$ cat src/rtl/frame_seq_ctrl.sv
// Frame sequencing controller: receive a full image, run it through the edge
// detector, wait for the UART to drain, and report completion or errors.
module frame_seq_ctrl #(
    parameter int IMG_WIDTH      = 80,
    parameter int IMG_HEIGHT     = 120,
    parameter int TIMEOUT_CYCLES = 1_000_000
) (
    input  logic        clk,
    input  logic        rstn,
    input  logic        enable,
    input  logic        rx_pixel_done,
    input  logic        rx_frame_done,
    input  logic        canny_de,
    input  logic        tx_busy,
    output logic        rx_enable,
    output logic        rx_clear,
    output logic        start_read,
    output logic        busy,
    output logic        frame_ok,
    output logic        err_pulse,
    output logic [1:0]  err_code,
    output logic [15:0] frame_count,
    output logic [2:0]  state
);

    localparam int TOTAL = IMG_WIDTH * IMG_HEIGHT;
    localparam int CW    = $clog2(TOTAL + 1);
    localparam int WW    = $clog2(TIMEOUT_CYCLES + 1);
    localparam logic [CW-1:0] TOTAL_C = CW'(TOTAL);
    localparam logic [WW-1:0] TMO_C   = WW'(TIMEOUT_CYCLES);

    localparam logic [2:0] S_IDLE  = 3'd0;
    localparam logic [2:0] S_RX    = 3'd1;
    localparam logic [2:0] S_PROC  = 3'd2;
    localparam logic [2:0] S_DRAIN = 3'd3;
    localparam logic [2:0] S_DONE  = 3'd4;
    localparam logic [2:0] S_ERR   = 3'd5;

    localparam logic [1:0] E_NONE    = 2'd0;
    localparam logic [1:0] E_TIMEOUT = 2'd1;
    localparam logic [1:0] E_SIZE    = 2'd2;
    localparam logic [1:0] E_OVERRUN = 2'd3;

    logic [2:0]    state_q, state_d;
    logic [CW-1:0] rx_cnt_q, rx_cnt_d, rx_cnt_inc;
    logic [CW-1:0] out_cnt_q, out_cnt_d, out_cnt_inc;
    logic [WW-1:0] wd_q, wd_d, wd_inc;
    logic          wd_tmo, wd_act, wd_run;
    logic          armed_q, armed_d;
    logic [1:0]    err_code_q, err_code_d;
    logic [15:0]   frame_cnt_q;
    logic          start_read_q, frame_ok_q, err_pulse_q, rx_clear_q;

    always_comb begin
        rx_cnt_inc = rx_cnt_q;
        if (rx_pixel_done && (rx_cnt_q != TOTAL_C))
            rx_cnt_inc = rx_cnt_q + CW'(1);
        out_cnt_inc = out_cnt_q + CW'(1);
        wd_inc      = wd_q + WW'(1);
        wd_tmo      = (wd_inc == TMO_C);
    end

    // Completion and overrun checks precede the timeout test in every state.
    always_comb begin
        state_d    = state_q;
        rx_cnt_d   = rx_cnt_q;
        out_cnt_d  = out_cnt_q;
        armed_d    = armed_q;
        err_code_d = err_code_q;
        wd_act     = 1'b0;
        wd_run     = 1'b0;
        case (state_q)
            S_IDLE: begin
                if (enable) begin
                    state_d    = S_RX;
                    rx_cnt_d   = '0;
                    out_cnt_d  = '0;
                    armed_d    = 1'b0;
                    err_code_d = E_NONE;
                end
            end
            S_RX: begin
                wd_act   = rx_pixel_done;
                wd_run   = armed_q;
                rx_cnt_d = rx_cnt_inc;
                if (rx_pixel_done)
                    armed_d = 1'b1;
                if (rx_frame_done) begin
                    if (rx_cnt_inc == TOTAL_C) begin
                        state_d = S_PROC;
                    end else begin
                        state_d    = S_ERR;
                        err_code_d = E_SIZE;
                    end
                end else if (armed_q && !rx_pixel_done && wd_tmo) begin
                    state_d    = S_ERR;
                    err_code_d = E_TIMEOUT;
                end
            end
            S_PROC: begin
                wd_act = canny_de;
                wd_run = 1'b1;
                if (rx_frame_done) begin
                    state_d    = S_ERR;
                    err_code_d = E_OVERRUN;
                end else if (canny_de) begin
                    out_cnt_d = out_cnt_inc;
                    if (out_cnt_inc == TOTAL_C)
                        state_d = S_DRAIN;
                end else if (wd_tmo) begin
                    state_d    = S_ERR;
                    err_code_d = E_TIMEOUT;
                end
            end
            S_DRAIN: begin
                wd_run = 1'b1;
                if (rx_frame_done) begin
                    state_d    = S_ERR;
                    err_code_d = E_OVERRUN;
                end else if (!tx_busy) begin
                    state_d = S_DONE;
                end else if (wd_tmo) begin
                    state_d    = S_ERR;
                    err_code_d = E_TIMEOUT;
                end
            end
            S_DONE: begin
                if (rx_frame_done) begin
                    state_d    = S_ERR;
                    err_code_d = E_OVERRUN;
                end else if (enable) begin
                    state_d    = S_RX;
                    rx_cnt_d   = '0;
                    out_cnt_d  = '0;
                    armed_d    = 1'b0;
                    err_code_d = E_NONE;
                end else begin
                    state_d = S_IDLE;
                end
            end
            S_ERR:   state_d = S_IDLE;
            default: state_d = S_IDLE;
        endcase

        if ((state_d != state_q) || wd_act)
            wd_d = '0;
        else if (wd_run)
            wd_d = wd_inc;
        else
            wd_d = wd_q;
    end

    always_ff @(posedge clk or negedge rstn) begin
        if (!rstn) begin
            state_q      <= S_IDLE;
            rx_cnt_q     <= '0;
            out_cnt_q    <= '0;
            wd_q         <= '0;
            armed_q      <= 1'b0;
            err_code_q   <= E_NONE;
            frame_cnt_q  <= '0;
            start_read_q <= 1'b0;
            frame_ok_q   <= 1'b0;
            err_pulse_q  <= 1'b0;
            rx_clear_q   <= 1'b0;
        end else begin
            state_q      <= state_d;
            rx_cnt_q     <= rx_cnt_d;
            out_cnt_q    <= out_cnt_d;
            wd_q         <= wd_d;
            armed_q      <= armed_d;
            err_code_q   <= err_code_d;
            start_read_q <= (state_q == S_RX) && (state_d == S_PROC);
            frame_ok_q   <= (state_d == S_DONE);
            err_pulse_q  <= (state_d == S_ERR);
            rx_clear_q   <= (state_d == S_ERR);
            if (state_d == S_DONE)
                frame_cnt_q <= frame_cnt_q + 16'd1;
        end
    end

    assign state       = state_q;
    assign rx_enable   = (state_q == S_RX);
    assign busy        = (state_q != S_IDLE);
    assign rx_clear    = rx_clear_q;
    assign start_read  = start_read_q;
    assign frame_ok    = frame_ok_q;
    assign err_pulse   = err_pulse_q;
    assign err_code    = err_code_q;
    assign frame_count = frame_cnt_q;

endmodule

$ cat config.mk
export PLATFORM = sky130hd
export DESIGN_NAME = frame_seq_ctrl
export DESIGN_NICKNAME = d
export VERILOG_FILES = /design/src/rtl/frame_seq_ctrl.sv
export SDC_FILE = /design/constraint.sdc
export NUM_CORES = 1
export LEC_CHECK = 0
export CAP_MARGIN = 30
export CORE_MARGIN = 5
export CORE_UTILIZATION = 53
export CTS_CLUSTER_SIZE = 28
export DETAILED_ROUTE_END_ITERATION = 8
export PLACE_DENSITY = 0.73
export SETUP_SLACK_MARGIN = 0.3
export SLEW_MARGIN = 0
export SYNTH_ARGS = -nofsm -noshare
export SYNTH_HDL_FRONTEND = slang
export SYNTH_SLANG_ARGS = --single-unit
$ cat constraint.sdc
create_clock -name clk -period 2.93 [get_ports clk]
set_clock_uncertainty 0.15 [all_clocks]
set_input_delay 0.879 -clock clk [delete_from_list [all_inputs] [get_ports clk]]
set_output_delay 0.879 -clock clk [all_outputs]
set_load 0.01 [all_outputs]
## Yosys cells after proc, flatten, opt, wreduce, memory -nomap -nowiden

Cells that the tools add are included.

- Logic and storage cells: 92
- Output and inout port bits: 27
- Register bits: 73
- Bits of input ports: 7
- Memories kept: 0
- Bits in latches: 0
- Bits in writable memories: 0
- Bits in read-only memories: 0

- Shift-type cells: 0
- Muxes and demuxes: 41
- Order comparisons: 0
- Multiply operators: 0
- Add/sub/neg operators: 4
- Bitwise operators: 0
- Div/mod/pow operators: 0
- Reduce and logical (&&, ||, !) cells: 17
- Equal/unequal tests: 20

Operators with widths:

| cell | count |
|---|---|
| 2-to-1 mux 14 bit | 7 |
| one-hot mux 14 bit (3 select lines) | 2 |
| 2-to-1 mux 20 bit | 2 |
| 2-to-1 mux 3 bit | 11 |
| adder 14 x 1 -> 14 bit (second input constant) | 2 |
| equality test 14 bit (second input constant) | 2 |
| adder 20 x 1 -> 20 bit (second input constant) | 1 |
| equality test 20 bit (second input constant) | 1 |
| 2-to-1 mux 2 bit | 10 |
| adder 16 x 1 -> 16 bit (second input constant) | 1 |
| one-hot mux 3 bit (5 select lines) | 1 |
| != test 14 bit (second input constant) | 1 |
| one-hot mux 2 bit (5 select lines) | 1 |
| equality test 3 x 2 -> 1 bit (second input constant) | 3 |
| equality test 3 bit (second input constant) | 3 |
| != test 3 bit (second input constant) | 3 |
| nonzero test 3 bit | 3 |
| != test 2 bit (second input constant) | 4 |
| AND reduction 5 bit | 1 |
| nonzero test 5 bit | 1 |
| logical AND 1 bit | 4 |
| 2-to-1 mux 1 bit | 4 |
| one-hot mux 1 bit (2 select lines) | 2 |
| AND reduction 4 bit | 1 |
| other kinds (11) | 11 |

## Depth between registers and ports, before layout

Gate-level depths: netlist (run 1).

- Word-level depth: 10
- Gate-level depth with buffers: 12
- Mapped depth without buffers: 10

## Worst setup path before layout (run 1)

OpenSTA, ideal clock, no wires.

- Path type: register -> register
- Start point: reg wd_q[3]
- End point: reg err_code_q[1] (netlist: err_code[1])
- Stages on the path, launching flop included: 9
- Data arrival time: 2,837 ps
- Clock period less this slack: 3,105 ps
- Path slack: -175 ps
- Buffers on the path: 0
- Cells stage by stage: dfrtp_1 > nand4_4 > or4_4 > or3_4 > a2111oi_4 > nand3_2 > nand3b_4 > or3b_1 > a21o_1

- Longest elaborated chain between the ends: 6
- Elaborated cells between the ends (all ways): 11
- Classes of those cells: 1 x add/sub; 2 x eq/ne; 6 x mux; 2 x reduce/logical

Ends and longest elaborated chain:

| element | line | source |
|---|---|---|
| from (decl) | 47 | `logic [WW-1:0] wd_q, wd_d, wd_inc;` |
| from (signal assigned) | 170 | `wd_q <= wd_d;` |
| adder 20 x 1 -> 20 bit * | 59 | `wd_inc = wd_q + WW'(1);` |
| equality test 20 bit * | 60 | `wd_tmo = (wd_inc == TMO_C);` |
| 2-to-1 mux 2 bit | - |  |
| 2-to-1 mux 2 bit, on equally long branches (2 in a row) | - |  |
| one-hot mux 2 bit (5 select lines) | - |  |
| to (signal assigned) | 172 | `err_code_q <= err_code_d;` |
| to (decl) | 50 | `logic [1:0] err_code_q, err_code_d;` |

Every way passes the cells marked *; elsewhere a longest branch is shown, timed or not. The select of a mux whose other input is x is not followed.
A chain may end at the register's enable or synchronous reset.

## Worst setup path in the final report (run 1)

- Start point: reg wd_q[6]
- End point: reg wd_q[2]

- Longest elaborated chain between the ends: 9
- Elaborated cells between the ends (all ways): 15
- Classes of those cells: 1 x add/sub; 2 x eq/ne; 9 x mux; 3 x reduce/logical

Ends and longest elaborated chain:

| element | line | source |
|---|---|---|
| adder 20 x 1 -> 20 bit * | 59 |  |
| equality test 20 bit * | 60 |  |
| 2-to-1 mux 3 bit / logical AND 1 bit (equally long branches) | 110, 122, 95 |  |
| 2-to-1 mux 3 bit, on equally long branches | 120, 106, 95 |  |
| 2-to-1 mux 3 bit, on equally long branches | 117, 103, 88 |  |
| one-hot mux 3 bit (5 select lines) * | 72 | `case (state_q)` |
| != test 3 bit * | 145 | `if ((state_d != state_q) \|\| wd_act)` |
| logical OR 1 bit * | 145 |  |
| 2-to-1 mux 20 bit / nonzero test 2 bit (equally long branches) | - |  |

Every way passes the cells marked *; elsewhere a longest branch is shown, timed or not.

==> metrics.md, run 1 <==
| Metric | Value |
|---|---|
| Final setup violation count | 13 |
| Routed Antenna Nets | 0 |
| Worst slew pin tran | 0.556 ns |
| Seq cells post-synth | 73 |
| Die H | 103 µm |
| Syn Nets | 556 |
| Synthesized area | 4580 µm² |
| Register area | 1830 µm² |
| Row cnt | 34 |
| Mapped Cells | 544 |
| Hpwl dp | 8.26 mm |
| First-pass GRT wire length | 20.7 mm |
| Max Slew Vio Count | 0 |
| Fraction of the yosys area taken by sequential cells | 39.9% |
| Routed length per instance | 16.6 µm |
| Flop2flop setup slack | -0.04 ns |
| Grt total ovfl | 0 |
| Status | finished, violations left |
| Vias in the first global route | 4387 |
| GRT Total Usage | 24.4% |
| Critical path's largest stage delay | 0.53 ns |
| Setup crit end kind | flop |
| Crit-path max FO | 5 |
| PD cells | 576 nW/µm² |
| Worst setup SP type | flop |
| Share of layout cells above drive strength 1 | 28.7% |
| First DRT Iteration DRCs | 359 |
| Max IR drop VDD | 0.000548 V |
| Filler cell count | 600 |
| Initial antenna violation count | 0 |
| CP max-delay cell | or4_4 |
| EDFF count, synth | 0 |
| Dpl cell area | 5540 µm² |
| Crit path DAT | 3.05 ns |
| IO Port Bufs | 33 |
| Highest routed layer | met4 |
| Compound-cell area share of the yosys netlist | 16.0% |
| Asr flop ratio synth | 100% |
| Area growth, synth to finish | 35.4% |
| Syn_area_per_cell | 8.42 µm² |
| Violations in the final reports | negative setup slack |
| Leakage | 0.00266 µW |
| Tot Pwr | 3570 µW |
| Slew margin rel. | 62.8% |
| Worst Path Class, Setup | reg -> reg |
| Die X | 103 µm |
| Yosys warnings | 0 |
| Antenna cells | 0 |
| Top_reg_cell synth | dfrtp_1 |
| Final nets | 655 |
| RSZ-0062 raised after global routing | true |
| Ordered list of cells on the worst path | nand4_4 > or4_4 > or3_4 > a2111oi_4 > buf_4 > buf_6 > o211ai_1 > a2bb2oi_2 > a211o_4 > clkbuf_16 > nor2_2 |
| Post-route cell area | 6200 µm² |
| Initial Utilization | 53.5% |
| Met3 routed WL | 769 µm |
| Peak Freq | 0.337 GHz |
| Max-cap viol count | 0 |
| Pre-antenna DRT Iters | 6 |
| Placed Cells | 725 |
| Via count | 4532 |
| Vias/cell | 5.99 |
| Final Hold Viols | 0 |
| Routed WL | 12.5 mm |
| DP Worst Slack | -0.561 ns |
| Routability cong. | 0.960 |
| Simple-Gate Fraction of Synth Area | 27.7% |
| Inserted Clock Buffers | 9 |
| Met1 WL | 5.38 mm |
| Largest net degree at the start of global routing | 38 |
| Worst Path Required | 3.02 ns |
| Area of the multi-input gates | 2900 µm² |
| Synth area leader | dfrtp_1 |
| Post-Route Setup TNS | -0.372 ns |
| Met2 wire length | 6.13 mm |
| Clk root buf | clkbuf_8 |
| Final worst slack | -0.0396 ns |
| Clock Sinks | 73 |
| Fin cells | 756 |
| # IOs | 34 |
| Fin crit share | 101% |
| Die ar. | 10600 µm² |
| Adder-cell share of the synthesized area | 1.37% |
| Synth top area share | 39.9% |
| Post-synthesis mux area share | 1.39% |
| Worst-path clk slew | 0.09 ns |
| Clock Latency Late Sink | 0.35 ns |
| Residual DRC | 0 |
| Area contributors post-synth | dfrtp_1 40%, nor2_1 5.7%, xor2_1 5.7% |
| Xor/xnor cell area share of the yosys netlist | 8.99% |
| Hold crit path type | in -> async |
| Tmin final | 2.97 ns |
| Core area | 8550 µm² |
| CTS H-tree depth | 3 |
| Count of different cell masters after synthesis | 62 |
| Clk buf depth | 2 |
| Largest family of logic cells by synthesized area | simple AND/OR/NAND/NOR gates |
| CTS tree | built |
==> registers in the layout, indices dropped and copies added, names as in the netlist <==
register and flops:
frame_count 16, rx_cnt_q 14, frame_ok 1, rx_clear 1, start_read 1, out_cnt_q 14, armed_q 1, state 3
err_code 2, wd_q 20
==> Yosys cell counts (all sizes together) (4+ instances only) <==
library cell / number
and3: 10
xnor2: 17
o41ai: 4
nor2b: 4
buf: 5
nand4: 18
nor3: 17
nor2: 70
inv: 21
o21ai: 45
a21oi: 13
nand2: 49
nand2b: 5
xor2: 30
a31oi: 10
nor4: 9
clkbuf: 27
a21o: 4
ha: 5
dfrtp: 73
and2: 8
or2: 4
o31ai: 6
nand3: 32
or3: 5
o21bai: 4
==> placed cells by master, fill, tap and decap left out, types with 8 or more instances in the layout <==
master	count
a31oi_1	8
xnor2_1	17
inv_1	20
clkbuf_8	9
nand3_1	28
nor2_1	44
a21oi_1	13
xor2_1	30
clkdlybuf4s50_1	29
and3_1	9
nand4_1	17
nand2_1	49
o21ai_0	44
dfrtp_1	71
nor2_2	24
buf_4	80
==> area by class of cell <==
type | instances | area share, %
Clock inverter | 7 | 0.989
Sequential cell | 73 | 29.5
Multi-Input combinational cell | 418 | 46.8
Clock buffer | 9 | 2.00
Inverter | 21 | 1.27
Tap cell | 108 | 2.18
Timing Repair Buffer | 120 | 17.3
==> metrics by stage <==
stage	util (%)	hold WS [ns]
floorplan	-	0.343
global placement	64.8	0.311
detailed placement	64.8	0.314
CTS	69.8	0.330
global route	72.5	0.355
finish	72.5	0.327
==> what timing repair did <==
action,4_1_cts,5_1_grt
endpoints found under the setup margin,46,68
resized for setup,39,37
setup buffers,8,4
gates cloned,0,3
hold buffers,0,0
pin swaps,8,15
==> power breakdown <==
group          switching (µW)  internal, µW
logic                     859           770
registers                83.2          1100
clock network             436           324
total                    1380          2190
==> routing by layer <==
metal | track usage, % | vias to the layer above
met5 | 0 | -
met1 | 33.8 | 2189
met3 | 3.79 | 26
met4 | 6.77 | 0
li1 | - | 2133
met2 | 39.6 | 184
==> critical path: cells and delay by family (launching register included) <==
family                 cells  cell delay, ns
and+or+nand+nor            4            1.03
AOI/OAI and AO/OA          4            0.80
DFF                        1            0.40
buffers and inverters      3            0.47
==> final timing paths <==
check | cells past startpoint | startpoint | to
max | 11 | wd_q[6] | wd_q[2]
max in group asynchronous | 2 | rstn | err_code[0]
max reg2reg | 11 | wd_q[6] | wd_q[2]
min | 1 | rstn | rx_cnt_q[7]
min reg2reg | 1 | frame_count[15] | frame_count[15]
min in group clk | 1 | frame_count[15] | frame_count[15]
==> logic make-up after synthesis <==
group           after synthesis
buf+inv                      53
mux                           6
xor+xnor                     47
compound gates              113
simple gates                247
fa+ha+maj                     5
flops                        73
No activity file was read; power rests on OpenSTA's default activity.
==> run 2: changes to the inputs <==
- CORE_MARGIN: 5 -> default
- CTS_CLUSTER_DIAMETER: default -> 60
==> run 2 against run 1 <==
Against the previous run: the flow still finishes with violations (negative setup slack); core utilization grew 1.8 points; hold slack got worse by 0.027 ns; design area fell by 0.57%; critical path type unchanged; largest cell class unchanged.
==> metrics.md, run 2 (same netlist as run 1, synthesis figures left out) <==
| Metric | Value |
|---|---|
| Inserted Clock Buffers | 9 |
| Worst Reg-to-Reg Cells | 9 |
| Fin crit share | 104% |
| PD cells | 601 nW/µm² |
| Clk buf depth | 2 |
| Routed length per instance | 17.1 µm |
| Row cnt | 33 |
| Placed Cells | 723 |
| Vias in the first global route | 4291 |
| Final setup violation count | 33 |
| Slew margin rel. | 63.5% |
| RSZ-0062 raised after global routing | true |
| Routed WL | 12.9 mm |
| Worst reg2reg path endpoint | frame_count[12] |
| CTS tree | built |
| CTS H-tree depth | 3 |
| Peak Freq | 0.328 GHz |
| Worst slew pin tran | 0.547 ns |
| Crit-path max FO | 13 |
| Worst-path clk slew | 0.10 ns |
| Clock Latency Late Sink | 0.37 ns |
| Share of layout cells above drive strength 1 | 27.0% |
| Setup crit end kind | flop |
| Status | finished, violations left |
| Largest Register | wd_q |
| Fin cells | 753 |
| Max IR drop VDD | 0.000478 V |
| Area growth, synth to finish | 34.7% |
| Filler cell count | 582 |
| Initial antenna violation count | 0 |
| Core area | 8300 µm² |
| Residual DRC | 0 |
| Grt total ovfl | 0 |
| Vias/cell | 6.03 |
| Final Hold Viols | 0 |
| Commonest non-fill, non-tap cells in the layout | 80 x buf_4, 72 x dfrtp_1, 49 x nand2_1, 47 x nor2_1, 45 x o21ai_0 |
| Clk root buf | clkbuf_8 |
| Worst Path Required | 3.07 ns |
| Largest net degree at the start of global routing | 33 |
| Crit path DAT | 3.19 ns |
| Routability cong. | 0.952 |
| Worst Path Class, Setup | reg -> reg |
| Antenna cells | 0 |
| Worst setup SP type | flop |
| Die X | 94.9 µm |
| Leakage | 0.00267 µW |
| # IOs | 34 |
| Max Slew Vio Count | 0 |
| Via count | 4542 |
| GRT Total Usage | 29.7% |
| Post-Route Setup TNS | -1.54 ns |
| Clock Sinks | 73 |
| IO Port Bufs | 33 |
| Hold-fix buffers, CTS | 0 |
| Largest register FFs | 20 |
| Violations in the final reports | negative setup slack |
| Routed Antenna Nets | 0 |
| Die H | 94.9 µm |
| FF-to-FF Start | wd_q[6] |
| Hold crit path type | in -> async |
| First-pass GRT wire length | 20.8 mm |
| Flop2flop setup slack | -0.12 ns |
| First DRT Iteration DRCs | 349 |
| Hpwl dp | 8.18 mm |
| Initial Utilization | 55.2% |
| Max-cap viol count | 0 |
| Final worst slack | -0.119 ns |
| Tmin final | 3.05 ns |
| Pre-antenna DRT Iters | 5 |
| Min Hold Slack | 0.300 ns |
| Final nets | 655 |
| Most common cell after layout, fill and taps aside | buf_4 |
| Die ar. | 9010 µm² |
run 2: final cells by class:
class | count | area [µm²] | area share, %
Clock buffer | 9 | 124 | 2.01
Clock inverter | 7 | 103 | 1.66
Inverter | 21 | 78.8 | 1.28
Multi-Input combinational cell | 418 | 2840 | 46.1
Sequential cell | 73 | 1830 | 29.7
Tap cell | 105 | 131 | 2.13
Timing Repair Buffer | 120 | 1060 | 17.2
run 2: repair_timing:
action,4_1_cts,5_1_grt
pin swaps,4,6
resized for setup,31,34
buffers inserted,6,5
endpoints found under the setup margin,50,43
cloned,0,3
run 2: metrics by stage:
step                utilization (%)  total power (µW)  setup WS, ns  instance area [µm²]
global placement               66.8              2430        -0.493                 5550
detailed placement             66.8              2450        -0.546                 5550
CTS                            71.7              3460       -0.0805                 5950
floorplan                         -              1940       -0.0873                 4660
global route                   74.3              3870        -0.207                 6160
finish                         74.3              3710        -0.119                 6160
run 2: worst max path at each step:
stage                     cells past startpoint         endpoint           from  slack [ns]
after floorplan                               8      err_code[1]        wd_q[5]       -0.09
after global placement                       11         wd_q[11]  rx_pixel_done       -0.49
after detailed placement                      9      err_code[1]  rx_pixel_done       -0.55
after CTS                                     9      err_code[1]        wd_q[6]       -0.08
after global routing                          9  frame_count[12]        wd_q[6]       -0.21
final                                         9  frame_count[12]        wd_q[6]       -0.12
run 2: critical path, stage by stage, from the launching register on:
cell,delay [ns]
dfrtp_1,0.40
nand4_4,0.12
or4_4,0.54
or3_4,0.35
a2111oi_4,0.36
a31oi_1,0.18
nand3b_4,0.21
buf_12,0.17
nor4_4,0.28
xor2_1,0.22
run 2: routing by layer:
| metal | global-route usage, % | share of wire (%) | up-vias |
|---|---|---|---|
| li1 | - | - | 2139 |
| met1 | 40.7 | 43 | 2185 |
| met2 | 47.9 | 48 | 194 |
| met3 | 4.35 | 6.7 | 24 |
| met4 | 10.2 | 1.6 | 0 |
| met5 | 0 | 0 | - |
run 2: power breakdown:
| part | switching [µW] | internal [µW] |
|---|---|---|
| Sequential | 87.3 | 1100 |
| Clock | 446 | 490 |
| Combinational | 848 | 735 |
| Total | 1380 | 2330 |
==> run 3: changes to the inputs <==
- ABC_AREA: default -> 0
- CORE_MARGIN: default -> 5
- TNS_END_PERCENT: default -> 100
==> results of run 3 <==
Same layout as run 1: the final DEF is identical, and so are final timing and power.
